$ cat src/rtl/uart_rx_frame.sv
// 8N1 UART receiver (8E1 when UART_RX_PARITY_EN is defined): mid-bit sampling, one byte per frame.
// Latency: valid pulses 1 clk after the stop-bit sample, ~9.5 bit periods + 3 clk after the start edge.
// Backpressure: none; data/valid/frame_err are single-cycle strobes that the consumer must take when offered.
module uart_rx_frame #(
    parameter int BIT_CNT  = 10416,
    parameter int HALF_CNT = BIT_CNT / 2
) (
    input  logic       clk,
    input  logic       rst,
    input  logic       rx,
    output logic [7:0] data,
    output logic       valid,
    output logic       frame_err,
`ifdef UART_RX_PARITY_EN
    output logic       parity_err,
`endif
    output logic       busy
);

    // Sample points: the last cycle of the half-bit (start) and of each full bit period.
    localparam logic [17:0] C_BIT_LAST  = 18'(BIT_CNT - 1);
    localparam logic [17:0] C_HALF_LAST = 18'(HALF_CNT - 1);

    typedef enum logic [2:0] {
        S_IDLE,
        S_START,
        S_DATA,
`ifdef UART_RX_PARITY_EN
        S_PARITY,
`endif
        S_STOP
    } state_t;

    state_t      r_state;
    state_t      w_state_nxt;

    logic        r_rx_meta;
    logic        r_rx_s;
    logic        r_rx_prev;
    logic [17:0] r_cnt;
    logic [2:0]  r_idx;
    logic [7:0]  r_shift;
    logic [7:0]  r_data;
    logic        r_valid;
    logic        r_frame_err;

    logic        w_fall;
    logic        w_bit_end;
    logic        w_half_end;
    logic        w_shift_en;
    logic        w_good_nxt;
    logic        w_ferr_nxt;

`ifdef UART_RX_PARITY_EN
    logic        r_par;
    logic        r_parity_err;
    logic        w_par_smp;
    logic        w_perr_nxt;
`endif

    // Bring rx into the clk domain and remember the previous synchronized value for edge detection.
    always_ff @(posedge clk or posedge rst) begin
        if (rst) begin
            r_rx_meta <= 1'b1;
            r_rx_s    <= 1'b1;
            r_rx_prev <= 1'b1;
        end else begin
            r_rx_meta <= rx;
            r_rx_s    <= r_rx_meta;
            r_rx_prev <= r_rx_s;
        end
    end

    // A start is only a true 1->0 transition, so a line held low never re-triggers.
    assign w_fall     = r_rx_prev & ~r_rx_s;
    assign w_bit_end  = (r_cnt == C_BIT_LAST);
    assign w_half_end = (r_cnt == C_HALF_LAST);

    // Frame state register.
    always_ff @(posedge clk or posedge rst) begin
        if (rst) begin
            r_state <= S_IDLE;
        end else begin
            r_state <= w_state_nxt;
        end
    end

    // Next-state decode and the sample/strobe decisions taken at each sample point.
    always_comb begin
        w_state_nxt = r_state;
        w_shift_en  = 1'b0;
        w_good_nxt  = 1'b0;
        w_ferr_nxt  = 1'b0;
`ifdef UART_RX_PARITY_EN
        w_par_smp   = 1'b0;
        w_perr_nxt  = 1'b0;
`endif
        case (r_state)
            S_IDLE: begin
                if (w_fall) begin
                    w_state_nxt = S_START;
                end
            end
            S_START: begin
                // Line back high at mid start bit means it was a glitch.
                if (w_half_end) begin
                    w_state_nxt = r_rx_s ? S_IDLE : S_DATA;
                end
            end
            S_DATA: begin
                if (w_bit_end) begin
                    w_shift_en = 1'b1;
                    if (r_idx == 3'd7) begin
`ifdef UART_RX_PARITY_EN
                        w_state_nxt = S_PARITY;
`else
                        w_state_nxt = S_STOP;
`endif
                    end
                end
            end
`ifdef UART_RX_PARITY_EN
            S_PARITY: begin
                if (w_bit_end) begin
                    w_par_smp   = 1'b1;
                    w_state_nxt = S_STOP;
                end
            end
`endif
            S_STOP: begin
                // Leaving mid stop bit leaves half a bit to catch the next start edge.
                if (w_bit_end) begin
                    w_state_nxt = S_IDLE;
                    if (!r_rx_s) begin
                        w_ferr_nxt = 1'b1;
`ifdef UART_RX_PARITY_EN
                    end else if (^{r_shift, r_par}) begin
                        w_perr_nxt = 1'b1;
`endif
                    end else begin
                        w_good_nxt = 1'b1;
                    end
                end
            end
            default: begin
                w_state_nxt = S_IDLE;
            end
        endcase
    end

    // Bit-period counter: restarts on every state change and after each data bit, idles at zero.
    always_ff @(posedge clk or posedge rst) begin
        if (rst) begin
            r_cnt <= '0;
        end else if (w_state_nxt != r_state || r_state == S_IDLE || w_shift_en) begin
            r_cnt <= '0;
        end else begin
            r_cnt <= r_cnt + 18'd1;
        end
    end

    // Assemble data bits LSB first; the index restarts whenever a new frame leaves START.
    always_ff @(posedge clk or posedge rst) begin
        if (rst) begin
            r_idx   <= 3'd0;
            r_shift <= 8'h00;
        end else if (r_state == S_START) begin
            r_idx <= 3'd0;
        end else if (w_shift_en) begin
            r_shift[r_idx] <= r_rx_s;
            if (r_idx != 3'd7) begin
                r_idx <= r_idx + 3'd1;
            end
        end
    end

`ifdef UART_RX_PARITY_EN
    // Capture the parity bit and register the parity error strobe.
    always_ff @(posedge clk or posedge rst) begin
        if (rst) begin
            r_par        <= 1'b0;
            r_parity_err <= 1'b0;
        end else begin
            if (w_par_smp) begin
                r_par <= r_rx_s;
            end
            r_parity_err <= w_perr_nxt;
        end
    end

    assign parity_err = r_parity_err;
`endif

    // Registered result strobes; data only moves on a fully good frame.
    always_ff @(posedge clk or posedge rst) begin
        if (rst) begin
            r_data      <= 8'h00;
            r_valid     <= 1'b0;
            r_frame_err <= 1'b0;
        end else begin
            r_valid     <= w_good_nxt;
            r_frame_err <= w_ferr_nxt;
            if (w_good_nxt) begin
                r_data <= r_shift;
            end
        end
    end

    assign data      = r_data;
    assign valid     = r_valid;
    assign frame_err = r_frame_err;
    assign busy      = (r_state != S_IDLE);

endmodule
$ cat config.mk
export PLATFORM = sky130hd
export DESIGN_NAME = uart_rx_frame
export DESIGN_NICKNAME = d
export VERILOG_FILES = /design/src/rtl/uart_rx_frame.sv
export SDC_FILE = /design/constraint.sdc
export NUM_CORES = 1
export LEC_CHECK = 0
export CAP_MARGIN = 20
export CORE_MARGIN = 1.5
export CORE_UTILIZATION = 38
export DETAILED_ROUTE_END_ITERATION = 10
export PLACE_DENSITY_LB_ADDON = 0.12
export SLEW_MARGIN = 40
export SYNTH_ARGS = -nofsm -noshare
export SYNTH_HDL_FRONTEND = slang
export SYNTH_SLANG_ARGS = --single-unit
$ cat constraint.sdc
create_clock -name clk -period 2.15 [get_ports clk]
set_clock_uncertainty 0.05 [all_clocks]
set_input_delay 0.215 -clock clk [delete_from_list [all_inputs] [get_ports clk]]
set_output_delay 0.215 -clock clk [all_outputs]
set_load 0.03 [all_outputs]
==> out/metrics.cfg <==
[clocking]
cts_tree=built
cts_hold_buf=0
clock_latency_ns=0.30
cts.clk_slew.worst_paths_ns=0.09
clock_sinks=45
cts_buffer_depth=2
htreeDepth=2
cts_root_buf=clkbuf_8
numCtsBuffers=5

[setup_path]
cpMaxStageDelayCell=dfrtp_1
worstSetupPathType=register to register
worstPathCellList=ha_4, and4_4, and3_4, nand4_1, nor3b_2, mux2_2
crit_fanout=5
worstPathArrival_ns=2.21
cp-end-kind=register
critPathRequiredTime_ns=2.29
start_kind=register
max_stage_delay_ns=0.43

[layout]
final_common_cell=dfrtp_1
diodes=0
nNetsFinal=214
stdcell_area_um2=2499
drive_gt1_share_pct=23.92
stdcell_count=279
mostFrequentLayoutCells=dfrtp_1 (42), nor2_1 (26), mux2_2 (15)
area_growth_pct=19.72

[global_route]
grt_pass1_wl_um=7120
grt_antenna_before_repair=0
overflow=0
grt_pass1_vias=1463
grt_start_max_net_pins=36
track_usage_pct=15.31

[synth]
async_flop_share_pct=100.0
synth_area_per_cell_um2=11.53
ys_warn_count=0
synth_top_area_share_pct=50.36
syn_area_um2=2087
seq_area_frac_synth_pct=54.14
synth_cell_types=43
synth_top_area_cell=dfrtp_1
synth_edf_count=0
synth-seq-cells=45
synthCells=181
synthFlopType=dfrtp_1
synth_area_leaders=dfrtp_1 (50%), mux2_2 (8.1%), nor2_1 (4.7%)
syn-num-nets=187

[place]
dp_hpwl_um=2795
place_inst=269
portBuffers=13
routabilityCongestion=0.7858
dpl_cell_area_um2=2360

[route]
first_iter_violations=77
drt-total-wl_um=3904
vias_per_cell=5.100
drc_errors=0
vias=1423
drt-pass1-iter-count=4
wire_per_inst_um=13.99
antenna_left=0

[timing]
finalHoldViolCount=0
finalSetupTns_ns=0
drv_slew=0
fmax_mhz=482.6
fin_crit_sh_pct=96.37
layout_min_cycle_time_ns=2.072
setup_violations=0
hold_slack_ns=0.2614

[status]
outcome=completed

[floorplan]
die_w_um=77.11
core.rowCount=26
dieArea_um2=5946
ios=14
initial_core_util_pct=40.10
die_h_um=77.11
core_area_um2=5205

[power_and_ir_drop]
power_density_nw_per_um2=580.7
leakage_nw=1.083
finalPower_mw=1.451
peakVddDrop_uv=290.3

[flow_run]
drv_cap=0

[min_path]
hp-class=input port to asynchronous set/reset pin

## sequential cells by signal, indices dropped and copies added, names as in the netlist
signal	flops
valid	1
r_rx_meta	1
r_state	3
r_shift	8
r_idx	3
frame_err	1
r_rx_prev	1
r_rx_s	1
data	8
r_cnt	18
## through the flow
stage          utilization [%]  setup slack [ns]
2_1_floorplan                -            0.1869
3_3_place_gp             45.34            0.1050
3_5_place_dp             45.34           0.02584
4_1_cts                  47.14          0.004047
5_1_grt                  48.00          -0.03388
6_report                 48.00           0.07795
## report_power, final
part	leakage, nW	total [mW]	switching [mW]	internal, mW
clock network	0.0447	0.536	0.302	0.235
logic	0.423	0.0527	0.0351	0.0175
registers	0.615	0.862	0.00757	0.854
total	1.08	1.45	0.344	1.11
## path summary, 6_finish.rpt
kind | slack, ns | endpoint | startpoint | cells past startpoint
worst max-delay path | 0.08 | r_shift[5]$_DFFE_PP0P_ | r_cnt[0]$_DFF_PP0_ | 6
worst min-delay path | 0.26 | r_cnt[5]$_DFF_PP0_ | rst | 3
worst max register to register | 0.08 | r_shift[5]$_DFFE_PP0P_ | r_cnt[0]$_DFF_PP0_ | 6
worst min register to register | 0.31 | r_rx_s$_DFF_PP1_ | r_rx_meta$_DFF_PP1_ | 0
max in group asynchronous | 1.28 | r_cnt[8]$_DFF_PP0_ | rst | 4
min in group clk | 0.26 | r_rx_meta$_DFF_PP1_ | rx | 1
## Yosys cell counts, drive strengths merged, types with 2 or more instances
cell / number
nor3b: 2
nand2: 8
mux2i: 2
nor4b: 3
nor2b: 2
and4: 3
nor3: 6
dfstp: 3
dfrtp: 42
nand3: 10
nand3b: 2
mux2: 15
buf: 3
nand4: 5
and3: 4
ha: 3
and4b: 2
xor2: 10
inv: 6
a21oi: 2
xnor2: 7
nor2: 26
o21ai: 2
## final cells by class
class	count	area, um^2
Clock inverter	3	25.02
Inverter	6	22.52
Fill cell	491	2706
Clock buffer	5	68.82
Tap cell	70	87.58
Timing Repair Buffer	24	225.2
Sequential cell	45	1130
Multi-Input combinational cell	126	939.7
## layer usage
layer	track usage, %	share of wire (%)	vias to the layer above
met2	23.81	46	27
met3	3.571	3.8	6
met5	0	0	-
met4	4.909	1.5	0
li1	-	-	686
met1	21.14	49	704
## worst max-delay path: cells and delay by family, from the launching register on
kind                       cells  cell delay [ns]
DFF                            1             0.43
adders and majority gates      1             0.18
muxes                          1             0.34
and+or+nand+nor                4             0.96
## logic make-up (layout without fill, tap and decap cells)
kind of cell               count (synthesis)  in the layout  share of synthesized area, %
and+or+nand+nor                           80             80                         23.08
DFF                                       45             45                         54.14
xor gates and xnor gates                  17             17                         7.134
muxes                                     17             17                         9.053
buffers and inverters                     10             38                         2.278
AOI/OAI and AO/OA                          8              8                         2.339
adders and majority gates                  3              3                         1.799
other                                      1              1                        0.1797
## repair_timing
| item | CTS | global route |
|---|---|---|
| setup buffers | 0 | 2 |
| setup endpoints to repair | 0 | 12 |
| resized for setup | 0 | 7 |
No activity file was read; power rests on OpenSTA's default activity.
